**config.mk**
```make
export PLATFORM = sky130hd
export DESIGN_NAME = demux_rr_flat
export DESIGN_NICKNAME = d
export VERILOG_FILES = /design/src/rtl/demux_rr_if.sv /design/src/rtl/demux_rr.sv /design/src/flat_wrapper.sv
export SDC_FILE = /design/constraint.sdc
export NUM_CORES = 1
export LEC_CHECK = 0
export CAP_MARGIN = 5
export CORE_ASPECT_RATIO = 1.1
export CORE_MARGIN = 2
export CORE_UTILIZATION = 46
export CTS_CLUSTER_DIAMETER = 200
export CTS_CLUSTER_SIZE = 40
export DETAILED_ROUTE_END_ITERATION = 16
export PLACE_DENSITY_LB_ADDON = 0.1
export SETUP_SLACK_MARGIN = 0.4
export SLEW_MARGIN = 5
export SYNTH_ARGS = -nofsm -noshare
export SYNTH_HDL_FRONTEND = slang
export SYNTH_SLANG_ARGS = --single-unit
export TNS_END_PERCENT = 1
```
**constraint.sdc**
```tcl
create_clock -name clk -period 2.1 [get_ports clk]
set_input_delay 0.63 -clock clk [delete_from_list [all_inputs] [get_ports clk]]
set_output_delay 0.63 -clock clk [all_outputs]
set_load 0.005 [all_outputs]
```
**src/rtl/demux_rr_if.sv**
```systemverilog
// ----------------------------------------------------------------------------
// demux_rr_if
//   Bundles the upstream word handshake and the per-lane downstream bus of the
//   1:N round-robin demultiplexer.
//
//   Signals
//     data_in   [DATA_W]        upstream word
//     valid_in                  upstream word present this cycle
//     ready_out                 at least one lane can take a word
//     pause_in  [N_OUT]         per-lane "do not deliver" request
//     data_out  [N_OUT*DATA_W]  flattened lanes, lane i at [i*DATA_W +: DATA_W]
//     valid_out [N_OUT]         one-hot (or zero) per-lane delivery strobe
//     sel_out   [PTR_W]         next preferred lane
//     word_cnt  [16]            saturating count of accepted words
//
//   Modports
//     master : upstream producer plus downstream consumers (drives inputs)
//     slave  : the demultiplexer itself
// ----------------------------------------------------------------------------
interface demux_rr_if #(
    parameter int DATA_W = 8,
    parameter int N_OUT  = 2
);
    localparam int PTR_W = (N_OUT > 2) ? $clog2(N_OUT) : 1;

    logic [DATA_W-1:0]       data_in;
    logic                    valid_in;
    logic                    ready_out;
    logic [N_OUT-1:0]        pause_in;
    logic [N_OUT*DATA_W-1:0] data_out;
    logic [N_OUT-1:0]        valid_out;
    logic [PTR_W-1:0]        sel_out;
    logic [15:0]             word_cnt;

    modport master (
        output data_in, valid_in, pause_in,
        input  ready_out, data_out, valid_out, sel_out, word_cnt
    );

    modport slave (
        input  data_in, valid_in, pause_in,
        output ready_out, data_out, valid_out, sel_out, word_cnt
    );
endinterface

```
**src/rtl/demux_rr.sv**
```systemverilog
// ----------------------------------------------------------------------------
// demux_rr
//   Parametrised 1:N round-robin demultiplexer. Consecutive accepted words go
//   to lanes in cyclic order starting from the pointer; paused lanes are
//   skipped, and upstream sees ready_out low only when every lane is paused.
//   Lane data, strobes, pointer and word counter are all registered
//   (latency 1 cycle).
//
//   Ports
//     clk      rising-edge clock
//     reset_L  asynchronous active-low reset
//     bus      demux_rr_if.slave (handshake, pause, lane outputs, status)
// ----------------------------------------------------------------------------
module demux_rr #(
    parameter int DATA_W = 8,
    parameter int N_OUT  = 2
) (
    input logic       clk,
    input logic       reset_L,
    demux_rr_if.slave bus
);
    localparam int               PTR_W = (N_OUT > 2) ? $clog2(N_OUT) : 1;
    localparam logic [PTR_W-1:0] LAST  = PTR_W'(N_OUT - 1);

    logic [N_OUT-1:0][DATA_W-1:0] r_data;
    logic [N_OUT-1:0]             r_valid;
    logic [PTR_W-1:0]             r_sel;
    logic [15:0]                  r_cnt;

    logic                         w_ready;
    logic                         w_xfer;
    logic                         w_found;
    logic [PTR_W-1:0]             w_dest;
    logic [PTR_W:0]               w_idx;

    assign w_ready = reset_L & ~(&bus.pause_in);
    assign w_xfer  = bus.valid_in & w_ready;

    // First unpaused lane searching upward from the pointer with wrap.
    // The extra index bit holds sel+k before folding it back below N_OUT,
    // which keeps the search correct for non-power-of-two lane counts.
    always_comb begin
        w_found = 1'b0;
        w_dest  = '0;
        w_idx   = '0;
        for (int unsigned k = 0; k < N_OUT; k++) begin
            w_idx = {1'b0, r_sel} + (PTR_W+1)'(k);
            if (w_idx >= (PTR_W+1)'(N_OUT)) begin
                w_idx = w_idx - (PTR_W+1)'(N_OUT);
            end
            if (!w_found && !bus.pause_in[w_idx[PTR_W-1:0]]) begin
                w_found = 1'b1;
                w_dest  = w_idx[PTR_W-1:0];
            end
        end
    end

    always_ff @(posedge clk or negedge reset_L) begin
        if (!reset_L) begin
            r_data  <= '0;
            r_valid <= '0;
            r_sel   <= '0;
            r_cnt   <= '0;
        end else if (w_xfer) begin
            r_data[w_dest] <= bus.data_in;
            r_valid        <= {{(N_OUT-1){1'b0}}, 1'b1} << w_dest;
            r_sel          <= (w_dest == LAST) ? '0 : w_dest + 1'b1;
            if (r_cnt != 16'hFFFF) begin
                r_cnt <= r_cnt + 16'd1;
            end
        end else begin
            // Lane data holds; only the strobe drops.
            r_valid <= '0;
        end
    end

    assign bus.ready_out = w_ready;
    assign bus.data_out  = r_data;
    assign bus.valid_out = r_valid;
    assign bus.sel_out   = r_sel;
    assign bus.word_cnt  = r_cnt;
endmodule
```
**src/flat_wrapper.sv**
```systemverilog
// flat-port wrapper written by rule: the top's interface ports become plain ports
module demux_rr_flat 
#(
    parameter int DATA_W = 8,
    parameter int N_OUT  = 2
)
  (clk, reset_L, bus_data_in, bus_valid_in, bus_pause_in, bus_ready_out, bus_data_out, bus_valid_out, bus_sel_out, bus_word_cnt);
  demux_rr_if #(.DATA_W(DATA_W), .N_OUT(N_OUT)) bus_i ();
  input logic clk;
  input logic reset_L;
  input wire logic [$bits(bus_i.data_in)-1:0] bus_data_in;
  input wire logic [$bits(bus_i.valid_in)-1:0] bus_valid_in;
  input wire logic [$bits(bus_i.pause_in)-1:0] bus_pause_in;
  output wire logic [$bits(bus_i.ready_out)-1:0] bus_ready_out;
  output wire logic [$bits(bus_i.data_out)-1:0] bus_data_out;
  output wire logic [$bits(bus_i.valid_out)-1:0] bus_valid_out;
  output wire logic [$bits(bus_i.sel_out)-1:0] bus_sel_out;
  output wire logic [$bits(bus_i.word_cnt)-1:0] bus_word_cnt;
  assign bus_i.data_in = bus_data_in;
  assign bus_i.valid_in = bus_valid_in;
  assign bus_i.pause_in = bus_pause_in;
  assign bus_ready_out = bus_i.ready_out;
  assign bus_data_out = bus_i.data_out;
  assign bus_valid_out = bus_i.valid_out;
  assign bus_sel_out = bus_i.sel_out;
  assign bus_word_cnt = bus_i.word_cnt;
  demux_rr #(.DATA_W(DATA_W), .N_OUT(N_OUT)) u_core (.clk(clk), .reset_L(reset_L), .bus(bus_i));
endmodule
```
# Word level (Yosys, flattened, before mapping)

Index checks and enable logic that the tools add are counted.

$add $sub $neg: 5
Magnitude comparators: 6
Equal/unequal tests: 1
Shift operators: 1
Muxes and demuxes: 13
Bitwise gates (word level): 3
Reductions and logical operators: 5

Operator list:

| operator                                                           | count |
|---|---|
| adder 16 x 1 -> 16 bit (second input constant)                     | 1 |
| bitwise mux 16 bit                                                 | 1 |
| != test 16 bit (second input constant)                             | 1 |
| 2-to-1 mux 1 bit                                                   | 9 |
| demux 8 bit (select 1 bit)                                         | 1 |
| 2-to-1 mux 8 bit                                                   | 1 |
| less-than comparator 1 x 2 -> 1 bit (second input constant)        | 3 |
| AND reduction 2 bit                                                | 2 |
| adder 1 x 1 -> 2 bit (second input constant)                       | 1 |
| AND 1 bit                                                          | 2 |
| greater-or-equal comparator 1 x 2 -> 1 bit (second input constant) | 1 |
| greater-or-equal comparator 2 bit (second input constant)          | 1 |
| logical AND 1 bit                                                  | 2 |
| 2-to-1 mux 2 bit                                                   | 1 |
| << shifter 1 x 1 -> 2 bit (first input constant)                   | 1 |
| subtractor 1 bit (second input constant)                           | 2 |
| adder 1 bit (second input constant)                                | 1 |
| greater-or-equal comparator 1 bit (second input constant)          | 1 |
| logical NOT 1 bit                                                  | 1 |
| NOT 1 bit                                                          | 1 |

Register bits: 35
Output and inout bits: 36
Word-level logic and storage cells: 39

# Depth between registers and ports, before layout

Depth in word-level cells: 13
Gate-level depth with buffers: 5

# Worst setup path before layout

OpenSTA, ideal clock, no wires.

Path type: input port to flip-flop
Start point: in bus_valid_in
End point: reg u_core.r_data (netlist bit u_core.bus.data_out[0])
Setup time: 0.128 ns
Arrival time: 1.584 ns
Data required time: 1.972 ns
Setup slack: 0.388 ns
Stages on the path: 5
Buffers on the path: 1
Cells stage by stage: nand2_1 a21oi_2 o21a_1 buf_2 mux2_1

Word-level cells in the longest chain between the ends: 1

RTL lines:

| what                          | RTL line           | text |
|---|---|---|
| start, declared               | flat_wrapper.sv:12 | `input wire logic [$bits(bus_i.valid_in)-1:0] bus_valid_in;` |
| AND 1 bit                     | demux_rr.sv:37     | `assign w_xfer = bus.valid_in & w_ready;` |
| end signal, assigned by index | demux_rr.sv:65     | `r_data[w_dest] <= bus.data_in;` |
| end, declared                 | demux_rr.sv:25     | `logic [N_OUT-1:0][DATA_W-1:0] r_data;` |

No other way between the ends.
A chain may end at the register's enable or synchronous reset.

# Worst setup path in the final report

Start point: in bus_pause_in[1]
End point: out bus_ready_out

Word-level cells in the longest chain between the ends: 3

RTL lines:

| what                | RTL line           | text |
|---|---|---|
| start, declared     | flat_wrapper.sv:13 | `input wire logic [$bits(bus_i.pause_in)-1:0] bus_pause_in;` |
| AND reduction 2 bit | demux_rr.sv:36     | `assign w_ready = reset_L & ~(&bus.pause_in);` |
| NOT 1 bit           | demux_rr.sv:36     |  |
| AND 1 bit           | demux_rr.sv:36     |  |
| end, declared       | flat_wrapper.sv:14 | `output wire logic [$bits(bus_i.ready_out)-1:0] bus_ready_out;` |

No other way between the ends.

==> impl_metrics.ini <==
[clock_network]
clock_latency_ns = 0.35
clk_pin_slew_worst_paths_ns = 0.10
cts_buffers = 5
cts-root-buf = clkbuf_4
cts_tree = done
htree_levels = 2
cts.sinks = 35
cts_buffer_depth = 2
cts_hold_buf = 0

[cells_and_area]
instances_no_fill = 244
nNetsFinal = 221
drive_gt1_share_pct = 24.0
layout_commonest_cell = clkdlybuf4s50_1
mostFrequentLayoutCells = clkdlybuf4s50_1, dfrtp_1, buf_4
antenna_cells = 0
area_delta_synth_final_pct = 54.2

[sta]
finalCritPeriodShare_pct = 89.1
setup_viol_count_final = 0
rsz0062_at_grt = true
hold_viol = 0
skew_ns = 0.0109
worst_slew_margin_rel_pct = 75.1
worst_slew_pin_slew_ns = 0.373
clock.fmax_ghz = 0.535
fin_crit_ns = 1.87
drv_slew = 0

[global_routing]
grt_pass1_wl_mm = 5.98
track_usage_pct = 20.8
grt_pass1_vias = 1315
grt_max_degree = 31
overflow = 0
antenna_found_initial = 0

[drt]
routedWlPerCell_um = 14.7
firstDrtPassIters = 4
vias = 1299
drc_errors = 0
viasPerCell = 5.32
drt_wl_total_mm = 3.58
drt-initial-drc-count = 30
ant_nets = 0

[critical_path]
crit_type = in2out
cp.arrival_ns = 1.24
startpoint_type = input port
crit_required_ns = 1.47
critical_path.max_fanout = 2
endpoint_kind = output pin

[outcome]
status = complete, no violations

[placement]
hpwl_mm = 2.56
post-place-cells = 220
portBuffers = 48
gp_congestion = 0.848

[flow_run]
cap_viol_max_count = 0

[die]
dieArea_sq_mm = 0.00391
start_util_pct = 47.7
die_h_um = 65.4
core_sq_mm = 0.00330
rows = 22
ios = 49
fp.dieW_um = 59.8

[pwr]
power_frac_comb_pct = 33.3
p_total_mw = 2.24
p_seq_share_pct = 39.6
net-switching-power_mw = 0.597
ir_drop_mv = 0.555
swShare_pct = 26.6
power-per-cell-area_mw_per_mm2 = 923
p_int_mw = 1.65
power.leakage_nw = 1.09
p_clk_share_pct = 27.1

[synth]
synth_area_sq_mm = 0.00158
syn_area_per_cell_sq_um = 12.5
yosys_warnings = 0
ys_seq_area_share_pct = 55.6
netlist_instances = 126
ys_seq_elements = 35
synth.distinct_cells = 36
synth_nets = 140

[min_path]
hold_path_class = in2async
Yosys cell counts:
cell type | instances | area share (%)
a211oi_1 | 1 | 0.48
a21boi_2 | 1 | 0.71
a21oi_1 | 3 | 0.95
a21oi_2 | 1 | 0.56
a31oi_1 | 1 | 0.40
a41oi_1 | 1 | 0.56
and2_1 | 3 | 1.2
and2_2 | 1 | 0.48
and3_1 | 2 | 0.79
and3_2 | 1 | 0.48
and4_1 | 1 | 0.56
and4b_1 | 1 | 0.63
buf_2 | 1 | 0.32
dfrtp_1 | 35 | 56
ha_1 | 1 | 0.79
inv_1 | 1 | 0.24
mux2_1 | 19 | 14
mux2_4 | 1 | 0.95
mux2i_1 | 1 | 0.63
nand2_1 | 9 | 2.1
nand2b_1 | 1 | 0.40
nand3_1 | 4 | 1.3
nand3_2 | 2 | 1.3
nand4_1 | 4 | 1.6
nand4b_1 | 1 | 0.56
nor2_1 | 10 | 2.4
nor3_1 | 4 | 1.3
nor3_4 | 1 | 1.0
nor4_4 | 1 | 1.3
o2111ai_1 | 1 | 0.56
o21a_1 | 1 | 0.48
o21ai_0 | 1 | 0.32
or3_1 | 1 | 0.40
or4_4 | 1 | 0.71
xnor2_1 | 3 | 1.7
xor2_1 | 5 | 2.8
worst max-delay path: stages:
cell,delay [ns]
clkdlybuf4s15_2,0.20
nand2_1,0.06
and2_1,0.15
clkdlybuf4s15_1,0.19
cells by family after synthesis:
| logic type | count (synthesis) | synth area share, % |
|---|---|---|
| simple gates | 48 | 18.5 |
| flops | 35 | 55.6 |
| mux | 21 | 15.2 |
| compound gates | 11 | 5.00 |
| xor+xnor | 8 | 4.44 |
| buf+inv | 2 | 0.555 |
| fa+ha+maj | 1 | 0.794 |
layout make-up:
type	instances	area, sq um
clock buffer	5	37.5
fill	254	872
multi-input combinational	89	692
sequential	35	878
clock inverter	3	67.6
timing repair buffer	75	707
tap	36	45.0
inverter	1	3.75
repair_timing:
item / CTS / global route
setup buffers: 16 / 0
resized for setup: 11 / 1
endpoints found under the setup margin: 57 / 63
per-stage QoR:
stage	hold WS, ns	utilization [%]	setup TNS, ns	setup slack (ns)	area, sq um
finish	0.222	73.6	0	0.230	2430
global route	0.218	73.6	0	0.181	2430
floorplan	0.334	-	0	0.429	1580
global placement	0.466	66.6	-0.998	-0.303	2200
detailed placement	0.476	66.6	-1.67	-0.330	2200
CTS	0.219	73.5	0	0.219	2430
worst paths after layout:
kind                                         start                      end  slack (ns)  depth (start not counted)
hold reg to reg            u_core.bus.data_out[12]  u_core.bus.data_out[12]        0.49                          1
setup / recovery                   bus_pause_in[1]            bus_ready_out        0.23                          4
setup reg to reg            u_core.bus.word_cnt[0]   u_core.bus.word_cnt[1]        0.41                          6
max in group asynchronous                  reset_L   u_core.bus.word_cnt[5]        1.31                          3
hold / removal                             reset_L  u_core.bus.data_out[12]        0.22                          2
min in group clk           u_core.bus.data_out[12]  u_core.bus.data_out[12]        0.49                          1
power groups by stage:
stage	clock network [mW]	registers, mW	logic [mW]
finish	0.609	0.888	0.746
detailed placement	0	0.946	0.617
global placement	0	0.934	0.600
CTS	0.623	0.889	0.755
global route	0.651	0.907	0.810
floorplan	0	0.937	0.210
routing by layer:
metal / vias to the layer above / part of all wire [%] / GRT usage, %
met5: - / 0 / 0
met4: 0 / 2.0 / 8.06
met3: 7 / 5.6 / 6.50
met2: 34 / 54 / 36.4
met1: 638 / 38 / 23.0
li1: 620 / - / -
registers in the layout (all words and copies together), names as in the netlist:
register and cells:
u_core.bus.data_out 16, u_core.bus.word_cnt 16, u_core.bus.valid_out 2, u_core.bus.sel_out 1
(Power assumes the default switching activity.)
